File: src/rtl/sprite_ram_arbiter.sv
// Sprite RAM arbiter: two-requester round-robin read arbitration with burst
// lock, one-cycle registered read return, and an independent loader write port.
module sprite_ram_arbiter #(
  parameter int unsigned ADDR_W    = 19,
  parameter int unsigned DATA_W    = 5,
  parameter int unsigned DEPTH     = 2500,
  parameter int unsigned BURST_MAX = 50
) (
  input  logic              Clk,
  input  logic              Reset,
  input  logic              rd_req0,
  input  logic              rd_req1,
  input  logic              rd_lock0,
  input  logic              rd_lock1,
  input  logic [ADDR_W-1:0] rd_addr0,
  input  logic [ADDR_W-1:0] rd_addr1,
  output logic [1:0]        rd_gnt,
  output logic [1:0]        rd_valid,
  output logic [DATA_W-1:0] rd_data,
  output logic              rd_err,
  input  logic              wr_req,
  input  logic [ADDR_W-1:0] wr_addr,
  input  logic [DATA_W-1:0] wr_data,
  output logic              wr_ack,
  output logic              ram_we,
  output logic [ADDR_W-1:0] ram_write_address,
  output logic [ADDR_W-1:0] ram_read_address,
  output logic [DATA_W-1:0] ram_data_In,
  input  logic [DATA_W-1:0] ram_data_Out
);

  localparam int unsigned       CNT_W   = $clog2(BURST_MAX + 1);
  localparam logic [ADDR_W-1:0] DEPTH_A = ADDR_W'(DEPTH);
  localparam logic [CNT_W-1:0]  BURST_C = CNT_W'(BURST_MAX);

  // Lock state: which requester (if any) currently holds a burst
  localparam logic [1:0] UNLOCKED = 2'd0;
  localparam logic [1:0] LOCKED0  = 2'd1;
  localparam logic [1:0] LOCKED1  = 2'd2;

  logic [1:0]        req;
  logic [1:0]        gnt;
  logic [1:0]        lock_state, lock_next;
  logic              rr, rr_next;
  logic [CNT_W-1:0]  cnt, cnt_next;
  logic              gnt_any, gnt_idx, gnt_lock, gnt_oor;
  logic [ADDR_W-1:0] gnt_addr;
  logic [ADDR_W-1:0] raddr_q, raddr_cur;
  logic              err_q;

  assign req      = {rd_req1, rd_req0};
  assign gnt_any  = |gnt;
  assign gnt_idx  = gnt[1];
  assign gnt_lock = gnt_idx ? rd_lock1 : rd_lock0;
  assign gnt_addr = gnt_idx ? rd_addr1 : rd_addr0;
  assign gnt_oor  = gnt_addr >= DEPTH_A;

  // Grant selection: an active lock wins unless its burst is exhausted and the
  // other side is waiting; otherwise single requester or round-robin pointer.
  always_comb begin
    gnt = '0;
    if (lock_state == LOCKED0 && req[0])
      gnt = (cnt == BURST_C && req[1]) ? 2'b10 : 2'b01;
    else if (lock_state == LOCKED1 && req[1])
      gnt = (cnt == BURST_C && req[0]) ? 2'b01 : 2'b10;
    else if (req == 2'b11)
      gnt = rr ? 2'b10 : 2'b01;
    else
      gnt = req;
  end

  // Next pointer/lock/counter; a locked grant to the same owner extends the
  // burst (saturating), a locked grant to a new owner starts a fresh burst.
  always_comb begin
    rr_next   = rr;
    lock_next = UNLOCKED;
    cnt_next  = '0;
    if (gnt_any) begin
      rr_next = ~gnt_idx;
      if (gnt_lock) begin
        lock_next = gnt_idx ? LOCKED1 : LOCKED0;
        if (lock_state == lock_next)
          cnt_next = (cnt == BURST_C) ? cnt : cnt + CNT_W'(1);
        else
          cnt_next = CNT_W'(1);
      end
    end
  end

  // Read address follows an in-range grant, otherwise holds
  always_comb begin
    raddr_cur = raddr_q;
    if (gnt_any && !gnt_oor)
      raddr_cur = gnt_addr;
  end

  // Arbitration state and read-return pipeline
  always_ff @(posedge Clk or posedge Reset) begin
    if (Reset) begin
      rr         <= 1'b0;
      lock_state <= UNLOCKED;
      cnt        <= '0;
      rd_valid   <= '0;
      err_q      <= 1'b0;
      raddr_q    <= '0;
    end else begin
      rr         <= rr_next;
      lock_state <= lock_next;
      cnt        <= cnt_next;
      rd_valid   <= gnt;
      err_q      <= gnt_any && gnt_oor;
      raddr_q    <= raddr_cur;
    end
  end

  assign rd_gnt           = Reset ? 2'b00 : gnt;
  assign ram_read_address = Reset ? '0 : raddr_cur;
  assign rd_err           = err_q;
  assign rd_data          = err_q ? '0 : ram_data_Out;

  assign wr_ack            = !Reset && wr_req && (wr_addr < DEPTH_A);
  assign ram_we            = wr_ack;
  assign ram_write_address = wr_addr;
  assign ram_data_In       = wr_data;

endmodule

File: config.mk
export PLATFORM = sky130hd
export DESIGN_NAME = sprite_ram_arbiter
export DESIGN_NICKNAME = d
export VERILOG_FILES = /design/src/rtl/sprite_ram_arbiter.sv
export SDC_FILE = /design/constraint.sdc
export NUM_CORES = 1
export LEC_CHECK = 0
export ABC_AREA = 1
export CAP_MARGIN = 20
export CELL_PAD_IN_SITES_DETAIL_PLACEMENT = 1
export CELL_PAD_IN_SITES_GLOBAL_PLACEMENT = 1
export CORE_MARGIN = 1
export CORE_UTILIZATION = 28
export DETAILED_ROUTE_END_ITERATION = 8
export PLACE_DENSITY = 0.93
export SYNTH_ARGS = -nofsm -noshare
export SYNTH_HDL_FRONTEND = slang
export SYNTH_SLANG_ARGS = --single-unit
File: constraint.sdc
create_clock -name Clk -period 3.5 [get_ports Clk]
set_clock_uncertainty 0.05 [all_clocks]
set_input_delay 0.35 -clock Clk [delete_from_list [all_inputs] [get_ports Clk]]
set_output_delay 0.35 -clock Clk [all_outputs]
set_load 0.02 [all_outputs]
==> metrics.md, run 1 <==
| Metric | Value |
|---|---|
| Max Transition Viols Final | `0` |
| Clock tree from TritonCTS | `built` |
| TritonCTS buffer count | `5` |
| Remaining routing DRC violations | `0` |
| Drt via density | `approximately 4.4` |
| Global Route Usage Sum | `0.169` |
| Site row count | `33` |
| Count of state elements after synthesis | `31` |
| Critical Path Sink Type | `output port` |
| Level count of the clock H-tree | `2` |
| Maximum buffer depth of the clock tree | `2` |
| Total setup violations reported at the end of the flow | `0` |
| Count of hold-fix buffers inserted at cts | `0` |
| Portion of the clock cycle consumed by the worst path in the final layout | `0.958` |
| Number of nets in the final layout | `~550` |
| Count of vias placed by the detailed router | `2547` |
| Fill cell instance count of the final layout | `between 1000 and 1500` |
| Portion of the post-synthesis area used by sequential elements | `0.322` |
| Avg WL per Cell | `13.1 µm` |
| Top cells by area, synth | `dfrtp_1 32%, nand2_1 13%, inv_1 12%` |
| Number of search-and-repair iterations in the first detailed-routing pass | `4` |
| Path type of the worst setup path | `register to output port` |
| Ratio of cells with drive above 1 in the final layout | `0.215` |
| Pwr dens | `526 mW/mm²` |
| Drt first-iter violations | `34` |
| Number of distinct library cell variants in the gate-level netlist after synthesis | `31` |
| Switching Fraction | `0.414` |
| Commonest cells after routing, fill and taps aside | `95 x clkdlybuf4s50_1, 76 x inv_1, 73 x nand2_1, 37 x nor2_1, 34 x buf_4` |
| Seq. cell area | `776 µm²` |
| Fraction of post-synthesis cell area in the top cell type by area | `0.322` |
| Signal arrival time at the worst endpoint | `2.95 ns` |
| Slowest stage cell, crit path | `dfrtp_1` |
| Height of the chip | `94.8 µm` |
| Achievable clock frequency | `298 MHz` |
| Buffer and inverter count on the worst path | `6` |
| Leading area contributor after synthesis | `dfrtp_1` |
| Total routed wirelength | `roughly 7600 µm` |
| Clock Root Buffer | `clkbuf_8` |
| Slowest stage delay, CP | `0.42 ns` |
| Gr ovfl total | `0` |
| Tightest Pin Transition | `0.520 ns` |
| Count of input and output buffers | `~110` |
| Area enclosed by the die boundary | `0.00899 mm²` |
| Cell with the most instances on the worst path | `nand2_1` |
| Area growth, synth to finish | `56.3%` |
| Accumulated negative setup slack | `0 ns` |
| Global-route wire length before repair | `11800 µm` |
| Vias in the first global route | `2675` |
| Hold/Removal Path Class | `register to register` |
| Sort of element at the start of the critical path | `register` |
| Die Span X | `approximately 95 µm` |
| Antenna violations before repair | `0` |
| Number of top-level pins | `between 100 and 150` |
| Post-synthesis average cell area | `6.72 µm²` |
| Worst-case hold slack | `0.443 ns` |
| Leakage power summed over all cells | `approximately 0.0019 µW` |
| Clock network fraction of total power | `0.185` |
| Cell count after synthesis | `359` |
| Total inserted antenna cells | `0` |
| Starting density of the core | `0.292` |
| Design internal power | `1160 µW` |
| Final GP Congestion | `0.853` |
| Total core area | `0.00826 mm²` |
| Data required time at the worst endpoint | `3.10 ns` |
| Rel. slew slack | `0.653` |
| Count of synthesis-stage warnings from yosys | `0` |
| Post-DRT Antenna Nets | `0` |
| Max-cap violations | `0` |
| DP Cell Count | `between 500 and 600` |
| Post-Route Utilization | `0.456` |
| Most frequent standard cell in the layout excluding fill and tap cells | `clkdlybuf4s50_1` |
| Half-perimeter wire length after placement | `6000 µm` |
| Post-synth net total | `435` |
| Outcome | `finished clean` |
| Top fanout value on the critical path | `6` |
| Min Clock Period, post-route | `between 3 and 4 ns` |
| Clock latency on the worst-skew pair | `0.29 ns` |
| Clock-pin slew on the worst setup and hold paths | `about 0.07 ns` |
| Sequence of cells on the critical path | `inv_2 -> ha_4 -> inv_1 -> nor2_2 -> nand2_2 -> o21ai_4 -> buf_4 -> nand3b_1 -> nand2_1 -> nand2_1 -> nand2_1 -> inv_1 -> nor2_4 -> buf_4 -> nand3_4 -> nand2_1 -> nand2_1 -> nor2_1 -> buf_4` |
| Area of the multi-input gates | `0.00114 mm²` |
| Cell family with the largest share of critical-path delay | `simple AND/OR/NAND/NOR gates` |
| Final Hold Violating Endpoints | `0` |
| Post-synth design cell area | `~0.0024 mm²` |
| Combinational group share of total power | `0.564` |
| Maximum number of pins on one net before global-route repair | `32` |
| Reported net switching power | `between 800 and 900 µW` |
| Worst vdd ir | `209 µV` |
| Non-filler cells, final | `579` |
| Sequential fraction of design power | `0.251` |
| Number of sinks on the clock net | `31` |
==> final cells by class <==
class | count | area share
Tap cell | 105 | 0.0349
Multi-Input combinational cell | 210 | 0.302
Clock inverter | 2 | 0.00930
Sequential cell | 31 | 0.206
Timing Repair Buffer | 141 | 0.342
Inverter | 84 | 0.0843
Clock buffer | 6 | 0.0219
==> flip-flops by register name, summed over array words and instances, names as in the netlist <==
name        flops
rd_valid        2
rr              1
rd_err          1
raddr_q        19
lock_state      2
cnt             6
==> power by group through the flow <==
stage / clock network, µW / logic, µW / registers [µW]
detailed placement: 0 / 1080 / 506
CTS: 376 / 1060 / 500
global placement: 0 / 1040 / 497
floorplan: 0 / 639 / 510
finish: 367 / 1120 / 498
global route: 390 / 1230 / 509
==> cells by family after synthesis <==
group / synth area share
buffers and inverters: 0.245
multiplexers: 0.00830
flip-flops: 0.322
AND/OR/NAND/NOR: 0.377
XOR/XNOR: 0.0109
adder cells (fa/ha/maj): 0.0104
AO/OA/AOI/OAI: 0.0265
==> tightest hold or removal path: stages (launching register included) <==
cell	delay, ns
dfrtp_1	0.32
inv_1	0.05
nor2_1	0.09
==> cells in the mapped netlist, drive strengths merged <==
master and n:
dfrtp 31, nand3 33, mux2i 2, nor2 51, a21oi 4, nor3 10
ha 2, nand3b 5, xnor2 1, nand2 87, xor2 2, clkbuf 2
nand4 1, nor4 1, nor3b 1, o21ai 5, inv 84, o211ai 1
buf 33, or2 3
==> final timing paths <==
kind                                        to  cells past startpoint  slack, ns        start
max                        ram_read_address[8]                     19       0.15       cnt[0]
min                                raddr_q[15]                      2       0.44  raddr_q[15]
max reg2reg                        raddr_q[16]                     17       0.82       cnt[0]
min reg2reg                        raddr_q[15]                      2       0.44  raddr_q[15]
max in group asynchronous               rd_err                      3       2.26        Reset
min in group asynchronous               cnt[0]                      3       0.84        Reset
==> timing repair <==
item                                    CTS  global route
gates resized for setup                  25            90
buffers inserted                          0             3
pin swaps                                 0             7
gates cloned                              0             2
endpoints found under the setup margin   19            19
==> metrics by stage <==
step | setup slack (ns) | power [µW] | cell area [µm²]
2_1_floorplan | 0.750 | 1150 | 2410
3_3_place_gp | -0.0235 | 1530 | 3590
3_5_place_dp | -0.137 | 1590 | 3590
4_1_cts | 0.000688 | 1940 | 3700
5_1_grt | -0.0461 | 2130 | 3770
6_report | 0.149 | 1980 | 3770
==> metal layers <==
| layer | part of all wire | vias up | GRT usage |
|---|---|---|---|
| met1 | 0.40 | 1178 | 0.186 |
| li1 | - | 1264 | - |
| met3 | 0.055 | 14 | 0.0330 |
| met4 | 0.020 | 0 | 0.0631 |
| met2 | 0.52 | 91 | 0.315 |
| met5 | 0 | - | 0 |
(Power assumes the default switching activity.)
==> run 2: changes to the inputs <==
CTS_CLUSTER_DIAMETER = 100   (was not set)
SLEW_MARGIN = 0   (was not set)
==> results of run 2 <==
Same layout as run 1: the final DEF is identical, and so are final timing and power.
